--- config.mk ---
export PLATFORM = sky130hd
export DESIGN_NAME = mem_port_arbiter_flat
export DESIGN_NICKNAME = d
export VERILOG_FILES = /design/src/rtl/mem_arb_pkg.sv /design/src/rtl/mem_port_arbiter_if.sv /design/src/rtl/mem_port_arbiter.sv /design/src/flat_wrapper.sv
export SDC_FILE = /design/constraint.sdc
export NUM_CORES = 1
export LEC_CHECK = 0
export CAP_MARGIN = 0
export CORE_UTILIZATION = 55
export CTS_CLUSTER_SIZE = 24
export DETAILED_ROUTE_END_ITERATION = 10
export PLACE_DENSITY = 0.9
export SETUP_SLACK_MARGIN = 0.1
export SLEW_MARGIN = 20
export SYNTH_ARGS = -nofsm -noshare
export SYNTH_HDL_FRONTEND = slang
export SYNTH_SLANG_ARGS = --single-unit
--- constraint.sdc ---
create_clock -name clk -period 5.2 [get_ports clk]
set_input_delay 1.3 -clock clk [delete_from_list [all_inputs] [get_ports clk]]
set_output_delay 1.3 -clock clk [all_outputs]
set_load 0.03 [all_outputs]
--- src/rtl/mem_arb_pkg.sv ---
// Shared types and constants for the IF/MEM memory port arbiter.
// Covers the FSM states, the requester encoding, the size encoding and the byte-lane helper.
package mem_arb_pkg;

    localparam int WORD_BYTES = 4;
    localparam int BYTE_W     = 8;

    localparam logic SIZE_BYTE = 1'b0;
    localparam logic SIZE_WORD = 1'b1;

    typedef enum logic [1:0] {
        IDLE,
        XFER,
        RESP
    } arb_state_e;

    typedef enum logic {
        REQ_IF,
        REQ_DM
    } req_e;

    // Attributes of the transaction in flight, latched at grant.
    typedef struct packed {
        req_e who;
        logic we;
        logic word;
    } xfer_t;

    // Big-endian lane for beat k: a word fills the top lane first, and a byte always uses lane 0.
    function automatic int unsigned lane_of(input logic word, input int unsigned k,
                                            input int unsigned wb);
        return word ? (wb - 32'd1 - k) : 32'd0;
    endfunction

endpackage

--- src/rtl/mem_port_arbiter_if.sv ---
// Pipeline and memory-array signals of the shared memory port.
// The master side is the pipeline together with the array; the slave side is the arbiter.
interface mem_port_arbiter_if #(
    parameter int ADDR_W     = 8,
    parameter int WORD_BYTES = 4
);
    import mem_arb_pkg::*;

    localparam int DW = BYTE_W * WORD_BYTES;

    logic              if_req;
    logic [ADDR_W-1:0] if_addr;
    logic [DW-1:0]     if_rdata;
    logic              if_done;

    logic              dm_req;
    logic              dm_we;
    logic              dm_size;
    logic [ADDR_W-1:0] dm_addr;
    logic [DW-1:0]     dm_wdata;
    logic [DW-1:0]     dm_rdata;
    logic              dm_done;

    logic [ADDR_W-1:0] mem_addr;
    logic              mem_we;
    logic [BYTE_W-1:0] mem_wdata;
    logic [BYTE_W-1:0] mem_rdata;

    logic              stall_if;
    logic              stall_mem;
    logic              busy;

    modport master (
        output if_req, if_addr, dm_req, dm_we, dm_size, dm_addr, dm_wdata, mem_rdata,
        input  if_rdata, if_done, dm_rdata, dm_done, mem_addr, mem_we, mem_wdata,
               stall_if, stall_mem, busy
    );

    modport slave (
        input  if_req, if_addr, dm_req, dm_we, dm_size, dm_addr, dm_wdata, mem_rdata,
        output if_rdata, if_done, dm_rdata, dm_done, mem_addr, mem_we, mem_wdata,
               stall_if, stall_mem, busy
    );

endinterface

--- src/rtl/mem_port_arbiter.sv ---
// Arbitrates the fetch and load/store paths onto one byte-wide memory port.
// Each grant becomes a big-endian multi-beat transfer, followed by a one-cycle response.
module mem_port_arbiter #(
    parameter int ADDR_W     = 8,
    parameter int WORD_BYTES = mem_arb_pkg::WORD_BYTES
) (
    input logic               clk,
    input logic               reset,
    mem_port_arbiter_if.slave bus
);
    import mem_arb_pkg::*;

    localparam int DW = BYTE_W * WORD_BYTES;
    localparam int CW = (WORD_BYTES > 1) ? $clog2(WORD_BYTES) : 1;

    arb_state_e        state;
    req_e              last_grant;
    xfer_t             cur;
    logic [ADDR_W-1:0] base;
    logic [DW-1:0]     wdata;
    logic [DW-1:0]     asm_q;
    logic [CW-1:0]     beat;
    logic [CW-1:0]     last_beat;

    logic [DW-1:0]     if_rdata_q;
    logic [DW-1:0]     dm_rdata_q;
    logic              if_done_q;
    logic              dm_done_q;
    logic [ADDR_W-1:0] mem_addr_q;
    logic              mem_we_q;
    logic [BYTE_W-1:0] mem_wdata_q;

    // Grant selection: on a tie, the side that was not served last wins.
    logic              grant_dm;
    xfer_t             g;
    logic [ADDR_W-1:0] g_addr;
    logic [DW-1:0]     asm_next;

    always_comb begin
        grant_dm = bus.dm_req & (~bus.if_req | (last_grant == REQ_IF));
        g.who    = grant_dm ? REQ_DM : REQ_IF;
        g.we     = grant_dm & bus.dm_we;
        g.word   = ~grant_dm | (bus.dm_size == SIZE_WORD);
        g_addr   = grant_dm ? bus.dm_addr : bus.if_addr;
    end

    // Merges the byte currently presented by the array into the assembly register.
    always_comb begin
        asm_next = asm_q;
        asm_next[lane_of(cur.word, 32'(beat), WORD_BYTES) * BYTE_W +: BYTE_W] = bus.mem_rdata;
    end

    always_ff @(posedge clk) begin
        if (!reset) begin
            state       <= IDLE;
            last_grant  <= REQ_IF;
            cur         <= '{who: REQ_IF, we: 1'b0, word: 1'b0};
            base        <= '0;
            wdata       <= '0;
            asm_q       <= '0;
            beat        <= '0;
            last_beat   <= '0;
            if_rdata_q  <= '0;
            dm_rdata_q  <= '0;
            if_done_q   <= 1'b0;
            dm_done_q   <= 1'b0;
            mem_addr_q  <= '0;
            mem_we_q    <= 1'b0;
            mem_wdata_q <= '0;
        end else begin
            case (state)
                IDLE: begin
                    if_done_q <= 1'b0;
                    dm_done_q <= 1'b0;
                    mem_we_q  <= 1'b0;
                    if (bus.if_req | bus.dm_req) begin
                        cur         <= g;
                        base        <= g_addr;
                        wdata       <= bus.dm_wdata;
                        asm_q       <= '0;
                        beat        <= '0;
                        last_beat   <= g.word ? CW'(WORD_BYTES - 1) : '0;
                        // Beat 0 is presented to the array in the very next cycle.
                        mem_addr_q  <= g_addr;
                        mem_we_q    <= g.we;
                        mem_wdata_q <= bus.dm_wdata[lane_of(g.word, 32'd0, WORD_BYTES) * BYTE_W +: BYTE_W];
                        state       <= XFER;
                    end
                end

                XFER: begin
                    asm_q <= asm_next;
                    if (beat == last_beat) begin
                        state      <= RESP;
                        mem_we_q   <= 1'b0;
                        mem_addr_q <= base;
                        last_grant <= cur.who;
                        if_done_q  <= (cur.who == REQ_IF);
                        dm_done_q  <= (cur.who == REQ_DM);
                        if (!cur.we) begin
                            if (cur.who == REQ_IF) if_rdata_q <= asm_next;
                            else                   dm_rdata_q <= asm_next;
                        end
                    end else begin
                        beat        <= beat + CW'(1);
                        mem_addr_q  <= base + ADDR_W'(beat) + ADDR_W'(1);
                        mem_wdata_q <= wdata[lane_of(cur.word, 32'(beat) + 32'd1, WORD_BYTES) * BYTE_W +: BYTE_W];
                    end
                end

                RESP: begin
                    if_done_q <= 1'b0;
                    dm_done_q <= 1'b0;
                    state     <= IDLE;
                end

                default: state <= IDLE;
            endcase
        end
    end

    assign bus.if_rdata  = if_rdata_q;
    assign bus.dm_rdata  = dm_rdata_q;
    assign bus.if_done   = if_done_q;
    assign bus.dm_done   = dm_done_q;
    assign bus.mem_addr  = mem_addr_q;
    assign bus.mem_we    = mem_we_q;
    assign bus.mem_wdata = mem_wdata_q;
    assign bus.stall_if  = bus.if_req & ~if_done_q;
    assign bus.stall_mem = bus.dm_req & ~dm_done_q;
    assign bus.busy      = (state != IDLE);

endmodule

--- src/flat_wrapper.sv ---
// flat-port wrapper written by rule: the top's interface ports become plain ports
module mem_port_arbiter_flat import mem_arb_pkg::*;
#(
    parameter int ADDR_W     = 8,
    parameter int WORD_BYTES = mem_arb_pkg::WORD_BYTES
)
  (clk, reset, bus_if_req, bus_if_addr, bus_dm_req, bus_dm_we, bus_dm_size, bus_dm_addr, bus_dm_wdata, bus_mem_rdata, bus_if_rdata, bus_if_done, bus_dm_rdata, bus_dm_done, bus_mem_addr, bus_mem_we, bus_mem_wdata, bus_stall_if, bus_stall_mem, bus_busy);
  mem_port_arbiter_if #(.ADDR_W(ADDR_W), .WORD_BYTES(WORD_BYTES)) bus_i ();
  input logic clk;
  input logic reset;
  input wire logic [$bits(bus_i.if_req)-1:0] bus_if_req;
  input wire logic [$bits(bus_i.if_addr)-1:0] bus_if_addr;
  input wire logic [$bits(bus_i.dm_req)-1:0] bus_dm_req;
  input wire logic [$bits(bus_i.dm_we)-1:0] bus_dm_we;
  input wire logic [$bits(bus_i.dm_size)-1:0] bus_dm_size;
  input wire logic [$bits(bus_i.dm_addr)-1:0] bus_dm_addr;
  input wire logic [$bits(bus_i.dm_wdata)-1:0] bus_dm_wdata;
  input wire logic [$bits(bus_i.mem_rdata)-1:0] bus_mem_rdata;
  output wire logic [$bits(bus_i.if_rdata)-1:0] bus_if_rdata;
  output wire logic [$bits(bus_i.if_done)-1:0] bus_if_done;
  output wire logic [$bits(bus_i.dm_rdata)-1:0] bus_dm_rdata;
  output wire logic [$bits(bus_i.dm_done)-1:0] bus_dm_done;
  output wire logic [$bits(bus_i.mem_addr)-1:0] bus_mem_addr;
  output wire logic [$bits(bus_i.mem_we)-1:0] bus_mem_we;
  output wire logic [$bits(bus_i.mem_wdata)-1:0] bus_mem_wdata;
  output wire logic [$bits(bus_i.stall_if)-1:0] bus_stall_if;
  output wire logic [$bits(bus_i.stall_mem)-1:0] bus_stall_mem;
  output wire logic [$bits(bus_i.busy)-1:0] bus_busy;
  assign bus_i.if_req = bus_if_req;
  assign bus_i.if_addr = bus_if_addr;
  assign bus_i.dm_req = bus_dm_req;
  assign bus_i.dm_we = bus_dm_we;
  assign bus_i.dm_size = bus_dm_size;
  assign bus_i.dm_addr = bus_dm_addr;
  assign bus_i.dm_wdata = bus_dm_wdata;
  assign bus_i.mem_rdata = bus_mem_rdata;
  assign bus_if_rdata = bus_i.if_rdata;
  assign bus_if_done = bus_i.if_done;
  assign bus_dm_rdata = bus_i.dm_rdata;
  assign bus_dm_done = bus_i.dm_done;
  assign bus_mem_addr = bus_i.mem_addr;
  assign bus_mem_we = bus_i.mem_we;
  assign bus_mem_wdata = bus_i.mem_wdata;
  assign bus_stall_if = bus_i.stall_if;
  assign bus_stall_mem = bus_i.stall_mem;
  assign bus_busy = bus_i.busy;
  mem_port_arbiter #(.ADDR_W(ADDR_W), .WORD_BYTES(WORD_BYTES)) u_core (.clk(clk), .reset(reset), .bus(bus_i));
endmodule
==> impl_metrics.csv, run 1 <==
group,metric,value,unit
synthesis,netlist.area_leader.share,0.473,
clocking,cts_buffers,17,
synthesis,synth_area,6910,um^2
die,dieWidth,114,um
synthesis,yosysSeqAreaShare,0.473,
worst_setup_path,start_kind,"input pin",
worst_setup_path,cp_data_arrival_time,2.69,ns
routing,dr.first_iter.drc_count,588,
synthesis,synth_xor_area_frac,0.00761,
clocking,cts_setup_buffers,0,
grt,track_usage,0.279,
clocking,htreeDepth,4,
die,fp.dieH,114,um
synthesis,synth_top_family_by_area,"compound AO/OA/AOI/OAI gates",
timing,finalCritPeriodShare,0.767,
routing,num_vias,6284,
die,ios,148,
power,power_leakage,3.18,nW
timing,max_freq,251,MHz
synthesis,synth_fa_ha_area_frac,0.0210,
final_layout,final_common_cell,"dfxtp_1",
worst_setup_path,cp-end-kind,"output port",
timing,hold_viol,0,
grt,grt_overflow,0,
place,place.gp.congestion,0.813,
routing,wl_per_cell,16.4,um
timing,fin_skew,0.00871,ns
worst_setup_path,critPathRequiredTime,3.90,ns
worst_setup_path,critical_path_class,"input pin to output port",
die,placementRows,40,
die,die_area,13000,um^2
synthesis,muxShareOfSynthArea,0.0304,
synthesis,syn_inst,789,
final_layout,n_antenna_cell,0,
synthesis,ys_types,57,
synthesis,synth_edf_count,0,
routing,vias_per_cell,5.82,
flow_run,max_cap_violations,0,
synthesis,yosysWarnings,0,
clocking,clk_latency,0.43,ns
clocking,cts_tree,"done",
synthesis,synth-simple-area-share,0.190,
routing,postRouteAntennaNets,0,
timing,setup_viol,0,
clocking,cts-root-buf,"clkbuf_16",
run_status,status,"completed",
synthesis,yosysTopAreaCell,"dfxtp_1",
timing,rsz0062_at_grt,"no",
power,p_per_area,403,nW/um^2
clocking,cts_resized,0,
grt,grt_max_degree,65,
routing,drt-pass1-iter-count,5,
place,portBuffers,147,
routing,wirelength,17700,um
final_layout,fillerInstances,868,
final_layout,drive_gt1_frac,0.0669,
timing,finalMaxSlewViolations,0,
power,ir_drop,0.000238,V
timing,worst_slew_pin_slew,0.964,ns
synthesis,synthArstFlopShare,0,
final_layout,area_growth,30.3,%
synthesis,ys_ff_latch,163,
timing,fin_setup_tns,0,ns
place,place_hpwl,11500,um
synthesis,synthesis.nets,862,
synthesis,synth_area_leaders,"dfxtp_1 47%, nand2_1 6.5%, a211oi_1 5.8%, a21oi_1 5.1%, nor2_1 4.2%",
grt,grt_pass1_wl,28800,um
synthesis,synth-compound-area-share,0.228,
die,core_area,12100,um^2
die,start_util,0.570,
worst_setup_path,r2r_setup_slack,2.42,ns
synthesis,synthFlopType,"dfxtp_1",
final_layout,final_nets,974,
grt,grt_pass1_vias,5965,
clocking,clock_sinks,163,
grt,antenna_found_initial,0,
clocking,postCtsHoldBufs,0,
clocking,clk_pin_slew,0.06,ns
final_layout,layout_common_cells,"163 x dfxtp_1, 147 x clkdlybuf4s50_1, 120 x nand2_1",
place,place_area,8360,um^2
worst_setup_path,worst-path-max-fanout,4,
min_path,hold_class,"register to register",
clocking,clk_path_buf_depth,2,
final_layout,fin_area,9000,um^2
routing,drc_errors,0,
timing,slew_headroom,0.356,
timing,fin_crit,3.99,ns
synthesis,avgSynthCellArea,8.75,um^2
sequential cells by signal, summed over array words and instances, names as in the netlist:
name / cells
u_core.asm_q: 32
u_core.last_grant: 1
u_core.bus.if_done: 1
u_core.bus.mem_wdata: 8
u_core.beat: 2
u_core.last_beat: 1
u_core.bus.mem_we: 1
u_core.bus.dm_rdata: 32
u_core.base: 8
u_core.state: 2
u_core.bus.mem_addr: 8
u_core.wdata: 32
u_core.cur: 2
u_core.bus.dm_done: 1
u_core.bus.if_rdata: 32
power breakdown:
part	internal (mW)	switching (mW)	total (mW)	leakage (nW)
sequential	1.36	0.0737	1.44	1.33
clock	0.849	0.505	1.35	0.303
combinational	0.326	0.507	0.833	1.55
layout make-up:
type	instances	area (um^2)	share of cell area
multi-input combinational	555	3310	0.368
sequential	163	3260	0.363
timing repair buffer	156	1550	0.172
clock buffer	18	429	0.0477
tap	168	210	0.0234
clock inverter	12	205	0.0228
inverter	8	30.0	0.00334
worst max-delay path, stage by stage:
cell	delay [ns]
clkdlybuf4s50_1	0.54
nor2b_1	0.16
clkdlybuf4s50_1	0.69
metrics by stage:
stage / utilization / setup slack, ns / power (mW) / instances / hold slack, ns
final: 0.743 / 1.21 / 3.62 / 1080 / 0.454
after global routing: 0.743 / 1.16 / 3.76 / 1080 / 0.482
after CTS: 0.742 / 1.22 / 3.62 / 1080 / 0.453
after detailed placement: 0.690 / 1.22 / 2.28 / 1050 / 0.441
after global placement: 0.690 / 1.26 / 2.26 / 1050 / 0.436
after floorplan: - / 2.14 / 2.00 / 789 / 0.425
Yosys cell counts (all sizes together), types with 2 or more instances:
| cell | number |
|---|---|
| dfxtp | 163 |
| nand2 | 120 |
| nor2 | 78 |
| a21oi | 71 |
| a211oi | 53 |
| buf | 36 |
| o21ai | 30 |
| clkbuf | 27 |
| nor2b | 21 |
| a31oi | 16 |
| and2 | 16 |
| o22ai | 15 |
| a22oi | 14 |
| mux2i | 12 |
| ha | 10 |
| o22a | 10 |
| nand3 | 9 |
| mux2 | 8 |
| o21a | 8 |
| o2bb2ai | 8 |
| and3 | 7 |
| inv | 7 |
| nor4b | 7 |
| o32ai | 5 |
| xor2 | 4 |
| nand2b | 3 |
| nand4 | 3 |
| nor3 | 3 |
| or2 | 3 |
| a21boi | 2 |
| nor3b | 2 |
| nor4bb | 2 |
| o2111ai | 2 |
| o221ai | 2 |
| xnor2 | 2 |
metal layers:
layer  track usage  share of wire  up-vias
met5             0              0        -
met4         0.127          0.024        0
met1         0.346           0.42     2954
li1              -              -     3034
met3        0.0651          0.064       46
met2         0.463           0.49      250
cell families (layout without fill, tap and decap cells):
family                     count (synthesis)  in the layout
DFF                                      163            163
AOI/OAI and AO/OA                        241            241
xor gates and xnor gates                   6              6
buffers and inverters                     71            194
adders and majority gates                 11             11
and+or+nand+nor                          277            277
muxes                                     20             20
worst paths after layout:
| check | endpoint | cells past startpoint | start |
|---|---|---|---|
| min reg2reg | u_core.wdata[5] | 2 | u_core.wdata[5] |
| max reg2reg | u_core.asm_q[5] | 7 | u_core.last_beat[0] |
| max | bus_stall_if | 3 | bus_if_req |
| min | u_core.wdata[5] | 2 | u_core.wdata[5] |
Power figures use the tool's default switching activity.
==> inputs of run 2 (changes only) <==
--- a/config.mk
+++ b/config.mk
@@ -6,10 +6,10 @@
 export NUM_CORES = 1
 export LEC_CHECK = 0
 export CAP_MARGIN = 0
-export CORE_UTILIZATION = 55
+export CORE_UTILIZATION = 51
 export CTS_CLUSTER_SIZE = 24
 export DETAILED_ROUTE_END_ITERATION = 10
-export PLACE_DENSITY = 0.9
+export PLACE_DENSITY = 0.85
 export SETUP_SLACK_MARGIN = 0.1
 export SLEW_MARGIN = 20
 export SYNTH_ARGS = -nofsm -noshare
==> constraint.sdc (replaced) <==
create_clock -name clk -period 4 [get_ports clk]
set_input_delay 1 -clock clk [delete_from_list [all_inputs] [get_ports clk]]
set_output_delay 1 -clock clk [all_outputs]
set_load 0.03 [all_outputs]
==> run 2 against run 1 <==
Register-to-register slack got worse by 0.95 ns. Global-route usage decreased by 1.8 points. Sequential cell count unchanged. Non-clock buffer count increased by 4. Cell count increased by 1.3%. Clock power increased by 17%. Routed wire length increased by 0.13%. Core utilization decreased by 6.6 points. Sequential power increased by 29%. Total power increased by 25%. Worst hold slack got worse by 0.0023 ns.
==> impl_metrics.csv, run 2 (synthesized netlist as in run 1, its figures left out) <==
group,metric,value,unit
run_status,status,"completed",
timing,whs,0.451,ns
worst_setup_path,critical_path_class,"input pin to output port",
place,place_hpwl,11800,um
routing,num_vias,6184,
grt,gr-usage-met3,0.0555,
worst_setup_path,max_stage_delay,0.67,ns
routing,drc_errors,0,
timing,slew_headroom,0.478,
clocking,cts_buffers,17,
final_layout,area_growth,29.7,%
grt,grt_overflow,0,
die,fp.dieH,118,um
clocking,clk_path_buf_depth,2,
worst_setup_path,critPathSlowestCell,"clkdlybuf4s50_1",
timing,finalMaxSlewViolations,0,
routing,postRouteAntennaNets,0,
final_layout,drive_gt1_frac,0.0730,
timing,finalCritPeriodShare,0.834,
routing,vias_per_cell,5.65,
timing,setup_viol,0,
routing,wirelength,17700,um
timing,hold_viol,0,
final_layout,layout_common_cells,"163 x dfxtp_1, 147 x clkdlybuf4s50_1, 120 x nand2_1",
final_layout,final_nets,978,
worst_setup_path,critPathRequiredTime,3.00,ns
clocking,cts-root-buf,"clkbuf_16",
clocking,cts_setup_buffers,0,
grt,grt_pass1_vias,5787,
grt,antenna_found_initial,0,
final_layout,fillerInstances,1095,
worst_setup_path,cp_common_cell,"clkdlybuf4s50_1",
worst_setup_path,start_kind,"input pin",
worst_setup_path,crit_family,"buffers and inverters",
clocking,clock_sinks,163,
worst_setup_path,cp_num_buf_inv,2,
worst_setup_path,path_cells,"clkdlybuf4s50_1 -> nor2b_1 -> clkdlybuf4s50_1",
grt,grt_util_met1,0.335,
routing,wl_per_cell,16.2,um
power,power_leakage,3.17,nW
timing,worst_slew_pin_slew,0.783,ns
timing,fin_skew,0.00981,ns
timing,max_freq,300,MHz
clocking,clk_latency,0.44,ns
clocking,postCtsHoldBufs,0,
clocking,cts_tree,"done",
routing,drt-pass1-iter-count,5,
die,start_util,0.521,
grt,met2_usage,0.424,
die,die_area,14000,um^2
die,core_area,13200,um^2
power,ir_drop,0.000313,V
grt,track_usage,0.262,
clocking,clk_pin_slew,0.06,ns
timing,fin_crit,3.34,ns
die,placementRows,42,
grt,grt_max_degree,65,
die,ios,148,
worst_setup_path,cp_data_arrival_time,2.34,ns
min_path,hold_class,"register to register",
place,place.gp.congestion,0.883,
routing,dr.first_iter.drc_count,486,
worst_setup_path,cp-end-kind,"output port",
flow_run,max_cap_violations,0,
clocking,cts_resized,0,
final_layout,n_antenna_cell,0,
final_layout,final_common_cell,"dfxtp_1",
timing,rsz0062_at_grt,"no",
grt,grt_pass1_wl,29100,um
grt,grt-busiest-layer,"met2",
timing,fin_setup_tns,0,ns
worst_setup_path,worst-path-max-fanout,4,
clocking,htreeDepth,4,
power,p_per_area,506,nW/um^2
die,dieWidth,118,um
place,portBuffers,147,
run 2: cell types whose count changed in the layout (fill, tap and decap cells not counted), moves of 2 or more:
| cell | delta |
|---|---|
| clkinv_4 | +2 |
| inv_6 | +6 |
| buf_4 | +5 |
| bufinv_16 | -4 |
run 2: final timing paths:
| check | start | end | slack, ns | cells past startpoint |
|---|---|---|---|---|
| min reg2reg | u_core.wdata[29] | u_core.wdata[29] | 0.45 | 2 |
| max | bus_if_req | bus_stall_if | 0.66 | 3 |
| min | u_core.wdata[29] | u_core.wdata[29] | 0.45 | 2 |
| max reg2reg | u_core.last_beat[0] | u_core.bus.dm_rdata[23] | 1.47 | 6 |
run 2: metal layers:
layer,wire (um),vias up
met5,0,-
met4,393,0
met3,1210,36
met2,8470,246
met1,7640,2864
li1,-,3038
run 2: worst min-delay path: cells and delay by family, from the launching register on:
kind | cells | cell delay (ns)
AND/OR/NAND/NOR | 1 | 0.05
flip-flops | 1 | 0.31
AO/OA/AOI/OAI | 1 | 0.05
run 2: per-stage QoR:
step                setup WS, ns  power (mW)  std cells  area (um^2)  utilization
finish                     0.662        4.53       1094         8960        0.676
global route               0.621        4.73       1094         8960        0.676
CTS                        0.652        4.55       1094         8960        0.676
detailed placement         0.647        2.97       1062         8380        0.633
global placement           0.664        2.95       1062         8380        0.633
floorplan                   1.54        2.60        789         6910            -
run 2: layout make-up:
class / instances / area, um^2 / area share
timing repair buffer: 160 / 1570 / 0.175
inverter: 8 / 30.0 / 0.00335
sequential: 163 / 3260 / 0.364
multi-input combinational: 555 / 3300 / 0.369
clock buffer: 17 / 425 / 0.0475
clock inverter: 15 / 148 / 0.0165
tap: 176 / 220 / 0.0246
run 2: where the power goes:
group	leakage (nW)	internal (mW)	switching [mW]
logic	1.56	0.428	0.663
registers	1.33	1.77	0.0936
clock network	0.280	0.874	0.708
==> inputs of run 3 (changes only) <==
==> constraint.sdc (replaced) <==
create_clock -name clk -period 3.4 [get_ports clk]
set_input_delay 0.85 -clock clk [delete_from_list [all_inputs] [get_ports clk]]
set_output_delay 0.85 -clock clk [all_outputs]
set_load 0.03 [all_outputs]
==> run 3 against run 2 <==
Cell count is 0.37% higher. Highest routed layer unchanged. Total power is 20% higher. Die area stayed put. Largest power group unchanged.
==> impl_metrics.csv, run 3 (synthesized netlist as in run 1, its figures left out) <==
group,metric,value,unit
clocking,cts_buffers,17,
timing,fin_setup_tns,0,ns
final_layout,drive_gt1_frac,0.0770,
die,ios,148,
final_layout,layout_common_cells,"163 x dfxtp_1, 147 x clkdlybuf4s50_1, 120 x nand2_1",
grt,grt_overflow,0,
flow_run,max_cap_violations,0,
routing,wirelength,18100,um
grt,grt_pass1_vias,5916,
clocking,htreeDepth,4,
timing,rsz0062_at_grt,"no",
worst_setup_path,start_kind,"input pin",
clocking,cts-root-buf,"clkbuf_16",
clocking,clk_path_buf_depth,2,
die,start_util,0.521,
timing,worst_slew_pin_slew,0.794,ns
timing,slew_headroom,0.463,
timing,max_freq,327,MHz
worst_setup_path,cp_data_arrival_time,2.21,ns
die,core_area,13200,um^2
routing,wl_per_cell,16.5,um
worst_setup_path,critical_path_class,"input pin to output port",
place,place.gp.congestion,0.912,
place,place_hpwl,12100,um
clocking,cts_setup_buffers,0,
worst_setup_path,worst-path-max-fanout,4,
timing,fin_skew,0.00919,ns
die,dieWidth,118,um
clocking,clk_pin_slew,0.06,ns
worst_setup_path,cp-end-kind,"output port",
die,die_area,14000,um^2
routing,drc_errors,0,
grt,grt-busiest-layer,"met2",
grt,grt_pass1_wl,29300,um
clocking,clk_latency,0.43,ns
routing,dr.first_iter.drc_count,478,
timing,finalCritPeriodShare,0.899,
final_layout,final_nets,982,
timing,fin_crit,3.06,ns
routing,drt-pass1-iter-count,5,
run_status,status,"completed",
timing,hold_viol,0,
clocking,cts_tree,"done",
clocking,clock_sinks,163,
clocking,postCtsHoldBufs,0,
worst_setup_path,critPathRequiredTime,2.55,ns
grt,antenna_found_initial,0,
grt,grt_max_degree,65,
grt,track_usage,0.264,
timing,finalMaxSlewViolations,0,
routing,postRouteAntennaNets,0,
timing,setup_viol,0,
power,ir_drop,0.000362,V
die,fp.dieH,118,um
final_layout,final_common_cell,"dfxtp_1",
place,portBuffers,147,
routing,vias_per_cell,5.69,
grt,met2_usage,0.442,
clocking,cts_resized,0,
final_layout,fillerInstances,1072,
grt,gr-usage-met3,0.0555,
power,p_total,5.44,mW
power,power_leakage,3.21,nW
min_path,hold_class,"register to register",
grt,grt_util_met1,0.329,
final_layout,area_growth,30.8,%
routing,num_vias,6248,
die,placementRows,42,
power,p_per_area,603,nW/um^2
final_layout,n_antenna_cell,0,
run 3: worst paths after layout:
kind,start,slack [ns],endpoint,cells after the start
max,bus_if_req,0.34,bus_stall_if,3
max reg2reg,u_core.last_beat[0],0.54,u_core.asm_q[5],7
min reg2reg,u_core.wdata[21],0.45,u_core.wdata[21],2
min,u_core.wdata[21],0.45,u_core.wdata[21],2
run 3: metal layers:
layer	wire length (um)	up-vias
li1	-	3044
met1	7760	2909
met2	8760	258
met3	1190	37
met4	412	0
met5	0	-
run 3: worst max-delay path: stages:
cell and delay [ns]:
clkdlybuf4s50_1 0.54, nor2b_1 0.15, clkdlybuf4s50_1 0.67
run 3: where the power goes:
part | total, mW | internal [mW] | switching [mW] | leakage, nW
clock network | 1.95 | 1.17 | 0.778 | 0.289
logic | 1.30 | 0.512 | 0.789 | 1.59
registers | 2.19 | 2.08 | 0.111 | 1.33
run 3: final cells by class:
type	count	area (um^2)	area share
timing repair buffer	164	1610	0.178
tap	176	220	0.0244
clock buffer	19	443	0.0490
clock inverter	13	159	0.0176
multi-input combinational	555	3310	0.366
sequential	163	3260	0.361
inverter	8	30.0	0.00332
run 3: stage by stage:
stage               hold slack [ns]  instances  cell area, um^2  setup WS (ns)   util
floorplan                     0.425        789             6910           1.24      -
global placement              0.436       1066             8430          0.362  0.636
detailed placement            0.441       1066             8430          0.332  0.636
CTS                           0.453       1098             9030          0.242  0.682
global route                  0.466       1098             9030          0.245  0.682
finish                        0.455       1098             9030          0.342  0.682
